## config.mk

```make
export PLATFORM = sky130hd
export DESIGN_NAME = csr_trap_ctrl
export DESIGN_NICKNAME = d
export VERILOG_FILES = /design/src/rtl/csr_trap_ctrl.sv
export SDC_FILE = /design/constraint.sdc
export NUM_CORES = 1
export LEC_CHECK = 0
export BUFFER_PORTS_ARGS = -buffer_cell sky130_fd_sc_hd__buf_4
export CAP_MARGIN = 20
export CORE_AREA = 2 2 116 118
export DETAILED_ROUTE_END_ITERATION = 12
export DIE_AREA = 0 0 118 120
export PLACE_DENSITY = 0.65
export SLEW_MARGIN = 10
export SYNTH_ARGS = -nofsm -noshare
export SYNTH_HDL_FRONTEND = slang
export SYNTH_SLANG_ARGS = --single-unit
```

## constraint.sdc

```tcl
create_clock -name clk -period 2 [get_ports clk]
set_input_delay 0.1 -clock clk [delete_from_list [all_inputs] [get_ports clk]]
set_output_delay 0.1 -clock clk [all_outputs]
set_load 0.02 [all_outputs]
```

## src/rtl/csr_trap_ctrl.sv

```systemverilog
// csr_trap_ctrl -- machine-mode trap sequencer.
//
// Sequences the interrupt-side write port of the M-mode CSR file:
//   trap (ecall / ebreak / enabled interrupt): mepc -> mcause -> mstatus,
//     then a one-cycle fetch redirect to mtvec.
//   mret: mstatus restore, then a one-cycle fetch redirect to mepc.
// The pipeline is stalled from the accept cycle until the redirect cycle.
// The ex-side CSR write port has priority, so any write state that collides
// with it is held and re-presented until the write goes through once.
//
// Optional build macro: CSR_TRAP_VECTORED_EN
//   defined   -> interrupts with mtvec[1:0]==2'b01 jump to base + 4*cause code
//   undefined -> mtvec[1:0] ignored, base address always used
//
// Ports:
//   clk, rst          clock, asynchronous active-low reset
//   inst_addr_i       PC of the instruction in ex
//   inst_valid_i      ex holds a real instruction
//   ecall_i/ebreak_i/mret_i  decoded in ex
//   irq_timer_i/irq_ext_i    level interrupt requests
//   global_int_en_i   mstatus.MIE
//   csr_mstatus_i/csr_mtvec_i/csr_mepc_i  live CSR values
//   int_rdata_i       interrupt-side read data (mie)
//   ex_csr_we_i       ex-side CSR write active this cycle
//   int_raddr_o       constant mie address
//   int_we_o/int_waddr_o/int_wdata_o  interrupt-side write port
//   stall_o           hold IF/ID/EX
//   jump_o/jump_addr_o  one-cycle fetch redirect
module csr_trap_ctrl #(
  parameter int unsigned           DATA_W       = 32,
  parameter logic [DATA_W-1:0]     CAUSE_ECALL  = 32'h0000000B,
  parameter logic [DATA_W-1:0]     CAUSE_EBREAK = 32'h00000003,
  parameter logic [DATA_W-1:0]     CAUSE_MTI    = 32'h80000007,
  parameter logic [DATA_W-1:0]     CAUSE_MEI    = 32'h8000000B
) (
  input  logic              clk,
  input  logic              rst,
  input  logic [DATA_W-1:0] inst_addr_i,
  input  logic              inst_valid_i,
  input  logic              ecall_i,
  input  logic              ebreak_i,
  input  logic              mret_i,
  input  logic              irq_timer_i,
  input  logic              irq_ext_i,
  input  logic              global_int_en_i,
  input  logic [DATA_W-1:0] csr_mstatus_i,
  input  logic [DATA_W-1:0] csr_mtvec_i,
  input  logic [DATA_W-1:0] csr_mepc_i,
  input  logic [DATA_W-1:0] int_rdata_i,
  input  logic              ex_csr_we_i,
  output logic [DATA_W-1:0] int_raddr_o,
  output logic              int_we_o,
  output logic [DATA_W-1:0] int_waddr_o,
  output logic [DATA_W-1:0] int_wdata_o,
  output logic              stall_o,
  output logic              jump_o,
  output logic [DATA_W-1:0] jump_addr_o
);

  localparam logic [DATA_W-1:0] ADDR_MSTATUS = DATA_W'(12'h300);
  localparam logic [DATA_W-1:0] ADDR_MIE     = DATA_W'(12'h304);
  localparam logic [DATA_W-1:0] ADDR_MEPC    = DATA_W'(12'h341);
  localparam logic [DATA_W-1:0] ADDR_MCAUSE  = DATA_W'(12'h342);

  typedef enum logic [2:0] {
    IDLE,
    W_MEPC,
    W_MCAUSE,
    W_MSTATUS,
    T_JUMP,
    R_MSTATUS,
    R_JUMP
  } state_t;

  state_t             state, state_nxt;
  logic [DATA_W-3:0]  epc;      // word-aligned PC; low bits are always written as 0
  logic [DATA_W-1:0]  cause;

  logic               req_ecall, req_ebreak, req_mret, req_mei, req_mti;
  logic               take_trap;
  logic [DATA_W-1:0]  take_cause;
  logic [DATA_W-1:0]  mstatus_trap, mstatus_mret;
  logic [DATA_W-1:0]  mtvec_base, trap_target;
  logic               unused_bits;

  assign int_raddr_o = ADDR_MIE;

  assign req_ecall  = inst_valid_i & ecall_i;
  assign req_ebreak = inst_valid_i & ebreak_i;
  assign req_mret   = inst_valid_i & mret_i;
  assign req_mei    = inst_valid_i & global_int_en_i & irq_ext_i   & int_rdata_i[11];
  assign req_mti    = inst_valid_i & global_int_en_i & irq_timer_i & int_rdata_i[7];

  assign unused_bits = ^{int_rdata_i[DATA_W-1:12], int_rdata_i[10:8],
                         int_rdata_i[6:0], csr_mtvec_i[1:0]};

  // mstatus images: trap entry saves MIE into MPIE and clears MIE;
  // mret restores MIE from MPIE and sets MPIE. MPP is always M-mode.
  always_comb begin
    mstatus_trap        = csr_mstatus_i;
    mstatus_trap[7]     = csr_mstatus_i[3];
    mstatus_trap[3]     = 1'b0;
    mstatus_trap[12:11] = 2'b11;

    mstatus_mret        = csr_mstatus_i;
    mstatus_mret[3]     = csr_mstatus_i[7];
    mstatus_mret[7]     = 1'b1;
    mstatus_mret[12:11] = 2'b11;
  end

  assign mtvec_base = {csr_mtvec_i[DATA_W-1:2], 2'b00};

`ifdef CSR_TRAP_VECTORED_EN
  always_comb begin
    trap_target = mtvec_base;
    if (csr_mtvec_i[1:0] == 2'b01 && cause[DATA_W-1])
      trap_target = mtvec_base + {cause[DATA_W-3:0], 2'b00};
  end
`else
  assign trap_target = mtvec_base;
`endif

  always_ff @(posedge clk or negedge rst) begin
    if (!rst) begin
      state <= IDLE;
      epc   <= '0;
      cause <= '0;
    end else begin
      state <= state_nxt;
      if (state == IDLE && take_trap) begin
        epc   <= inst_addr_i[DATA_W-1:2];
        cause <= take_cause;
      end
    end
  end

  always_comb begin
    state_nxt   = state;
    take_trap   = 1'b0;
    take_cause  = '0;
    int_we_o    = 1'b0;
    int_waddr_o = '0;
    int_wdata_o = '0;
    stall_o     = 1'b0;
    jump_o      = 1'b0;
    jump_addr_o = '0;

    unique case (state)
      IDLE: begin
        // rst gates the accept path so outputs stay quiet while in reset.
        if (rst) begin
          if (req_ecall) begin
            take_trap  = 1'b1;
            take_cause = CAUSE_ECALL;
          end else if (req_ebreak) begin
            take_trap  = 1'b1;
            take_cause = CAUSE_EBREAK;
          end else if (!req_mret && req_mei) begin
            take_trap  = 1'b1;
            take_cause = CAUSE_MEI;
          end else if (!req_mret && req_mti) begin
            take_trap  = 1'b1;
            take_cause = CAUSE_MTI;
          end
          if (take_trap) begin
            stall_o   = 1'b1;
            state_nxt = W_MEPC;
          end else if (req_mret) begin
            stall_o   = 1'b1;
            state_nxt = R_MSTATUS;
          end
        end
      end
      W_MEPC: begin
        stall_o     = 1'b1;
        int_we_o    = 1'b1;
        int_waddr_o = ADDR_MEPC;
        int_wdata_o = {epc, 2'b00};
        if (!ex_csr_we_i) state_nxt = W_MCAUSE;
      end
      W_MCAUSE: begin
        stall_o     = 1'b1;
        int_we_o    = 1'b1;
        int_waddr_o = ADDR_MCAUSE;
        int_wdata_o = cause;
        if (!ex_csr_we_i) state_nxt = W_MSTATUS;
      end
      W_MSTATUS: begin
        stall_o     = 1'b1;
        int_we_o    = 1'b1;
        int_waddr_o = ADDR_MSTATUS;
        int_wdata_o = mstatus_trap;
        if (!ex_csr_we_i) state_nxt = T_JUMP;
      end
      T_JUMP: begin
        stall_o     = 1'b1;
        jump_o      = 1'b1;
        jump_addr_o = trap_target;
        state_nxt   = IDLE;
      end
      R_MSTATUS: begin
        stall_o     = 1'b1;
        int_we_o    = 1'b1;
        int_waddr_o = ADDR_MSTATUS;
        int_wdata_o = mstatus_mret;
        if (!ex_csr_we_i) state_nxt = R_JUMP;
      end
      R_JUMP: begin
        stall_o     = 1'b1;
        jump_o      = 1'b1;
        jump_addr_o = csr_mepc_i;
        state_nxt   = IDLE;
      end
      default: state_nxt = IDLE;
    endcase
  end

endmodule

```

==> impl_metrics.yaml <==
sta:
  final-max-slew-violation-count: 0
  timing.final.crit_share: 0.952
  min_period_ns: 1.90
  finClkSkew_ns: 0.00564
  timing.hold.ws_ns: 0.0484
  hold_violations: 0
  finalSetupViolCount: 0
  rsz0062_at_grt: "no"
  max_freq_mhz: 525
final_layout:
  drive_gt1_frac: 0.555
  fin_cells: 652
  postLayoutCellArea_mm2: 0.00456
  area_growth_pct: 59.9
  final_common_cell: "buf_4"
  layout_common_cells: "buf_4, conb_1, a22o_1"
  n_antenna_cell: 0
  nets: 645
detailed_routing:
  drt_iter0_drc: 77
  viasPerCell: 4.18
  drc: 0
  vias: 2728
  wirelength_mm: 9.44
  firstDrtPassIters: 4
  ant_nets: 0
  wire_per_inst_um: 14.5
yosys:
  synth-xor-area-share: 0
  synthMuxAreaShare: 0.172
  synth-seq-cells: 37
  ys_top_cells_by_area: "dfrtp_1, a22o_1, buf_4"
  avgSynthCellArea_um2: 10.4
  synth_top_area_cell: "dfrtp_1"
  synth_top_area_frac: 0.325
  synth_compound_area_frac: 0.232
  synth_top_family_by_area: "compound AO/OA/AOI/OAI gates"
  async_reset_ff_frac: 1.00
  syn_area_mm2: 0.00285
  synth_simple_gate_area_frac: 0.0698
  ys.flop_type: "dfrtp_1"
  synthAdderAreaFrac: 0
  synth-edff-count: 0
  synth_cells: 274
  ys_types: 35
  synth_warnings: 0
  seq_area_frac_synth: 0.325
place:
  place.gp.congestion: 0.759
  io_buffers: 205
  placed_cell_area_mm2: 0.00438
  place_hpwl_mm: 7.73
  place_inst: 643
floorplanning:
  start_util: 0.220
  fp.dieArea_mm2: 0.0142
  ios: 301
  die_w_um: 118
  core_mm2: 0.0130
  dieHeight_um: 120
  rows: 42
critical_path:
  critical_path_required_ns: 1.90
  worst_setup_path_end_kind: "primary output"
  path_max_fanout: 30
  regToRegEndpoint: "epc[13]"
  reg2reg_depth: 6
  r2r_start: "state[2]"
  critPathKind: "reg -> out"
  worstSetupStartpointType: "register"
  worstPathArrival_ns: 1.80
  regToRegSetupSlack_ns: 0.24
power:
  p_seq_frac: 0.228
  finalPower_mw: 6.10
  p_leak_nw: 2.44
  intPower_mw: 3.61
  combPwrFrac: 0.627
  power_frac_clock: 0.145
  p_per_area_mw_per_mm2: 1340
  p_sw_frac: 0.407
  switchingPower_mw: 2.49
  ir_drop_v: 0.000796
worst_hold_path:
  min_from: "inst_addr_i[13]"
  whs_path_depth: 2
  hp-class: "in -> reg"
  min_to: "epc[11]"
cts:
  postCtsSetupBuffers: 0
  cts_root_buffer: "clkbuf_16"
  htreeDepth: 2
  cts_buffer_depth: 2
  path_clk_slew_ns: 0.06
  numCtsBuffers: 5
  clk_latency_ns: 0.28
  cts.sinks: 37
  cts_tree: "done"
global_route:
  grt_pass1_vias: 2659
  grt-ovfl-total: 0
  grt_pass1_wl_mm: 14.1
  grt_max_degree: 33
  antenna_found_initial: 0
  grt.total_usage: 0.124
run_status:
  status: "finished, final reports clean"
run:
  max_cap_violations: 0
[metrics by stage]
| step | worst slack [ns] | setup TNS [ns] | utilization |
|---|---|---|---|
| after floorplan | 0.465 | 0 | - |
| after global placement | 0.128 | 0 | 0.337 |
| after detailed placement | -0.00441 | -0.00441 | 0.337 |
| after CTS | 0.0283 | 0 | 0.351 |
| after global routing | 0.00543 | 0 | 0.351 |
| final | 0.0963 | 0 | 0.351 |
[how the worst max path moves through the flow]
stage	from	slack, ns	end	cells after the start
2_1_floorplan	state[1]	0.46	int_wdata_o[13]	5
3_3_place_gp	state[0]	0.13	int_wdata_o[18]	4
3_5_place_dp	state[0]	-0.004	int_wdata_o[21]	4
4_1_cts	state[2]	0.03	int_wdata_o[21]	6
5_1_grt	state[1]	0.005	int_wdata_o[0]	6
6_report	state[1]	0.1	jump_addr_o[5]	5
[timing repair]
| action | CTS | global route |
|---|---|---|
| gates resized for setup | 1 | 2 |
| endpoints found under the hold margin | 37 | 0 |
| setup endpoints to repair | 26 | 26 |
| hold buffers | 1 | 0 |
[final cells by class]
cell class / instances / area [um2]
clock buffer: 6 / 129
fill: 1331 / 8420
multi-input combinational: 212 / 1580
clock inverter: 2 / 38.8
inverter: 3 / 11.3
timing repair buffer: 216 / 1650
sequential: 37 / 926
tap: 176 / 220
[Yosys cell counts, types with 2 or more instances]
master and number:
a21oi_1 4, a22o_1 57, a22oi_1 3, a31oi_1 2, and2_1 3, buf_2 7, buf_4 61, buf_6 3
clkbuf_1 8, conb_1 2, dfrtp_1 37, inv_1 3, mux2_2 4, mux2_4 29, nand2_1 8, nand2b_1 5
nand3_1 3, nor2_1 6, nor3_1 5, o21ai_0 9
[power by group through the flow]
stage	Combinational, mW	Sequential (mW)	Clock (mW)
after floorplan	2.58	1.28	0
final	3.83	1.39	0.885
after CTS	3.86	1.39	0.910
after detailed placement	3.84	1.39	0
after global routing	4.07	1.43	0.940
after global placement	3.79	1.39	0
[critical path: stages (launching register included)]
cell and delay [ns]:
dfrtp_1 0.43, buf_4 0.20, nor3_2 0.17, buf_4 0.32, a22o_1 0.24, buf_4 0.15
[flip-flops by register name, summed over array words and instances, names as in the netlist]
name,cells
cause,4
epc,30
state,3
[metal layers]
metal,global-route usage,routed length [um],up-vias
met5,0,0,-
met4,0.0286,93,0
met3,0.0333,699,8
met2,0.232,5020,145
met1,0.140,3630,1288
li1,-,-,1287
[cells by family after synthesis]
group,count (synthesis)
AO/OA/AOI/OAI,82
other,2
multiplexers,34
AND/OR/NAND/NOR,37
flip-flops,37
buffers and inverters,82
No activity file was read; power rests on OpenSTA's default activity.
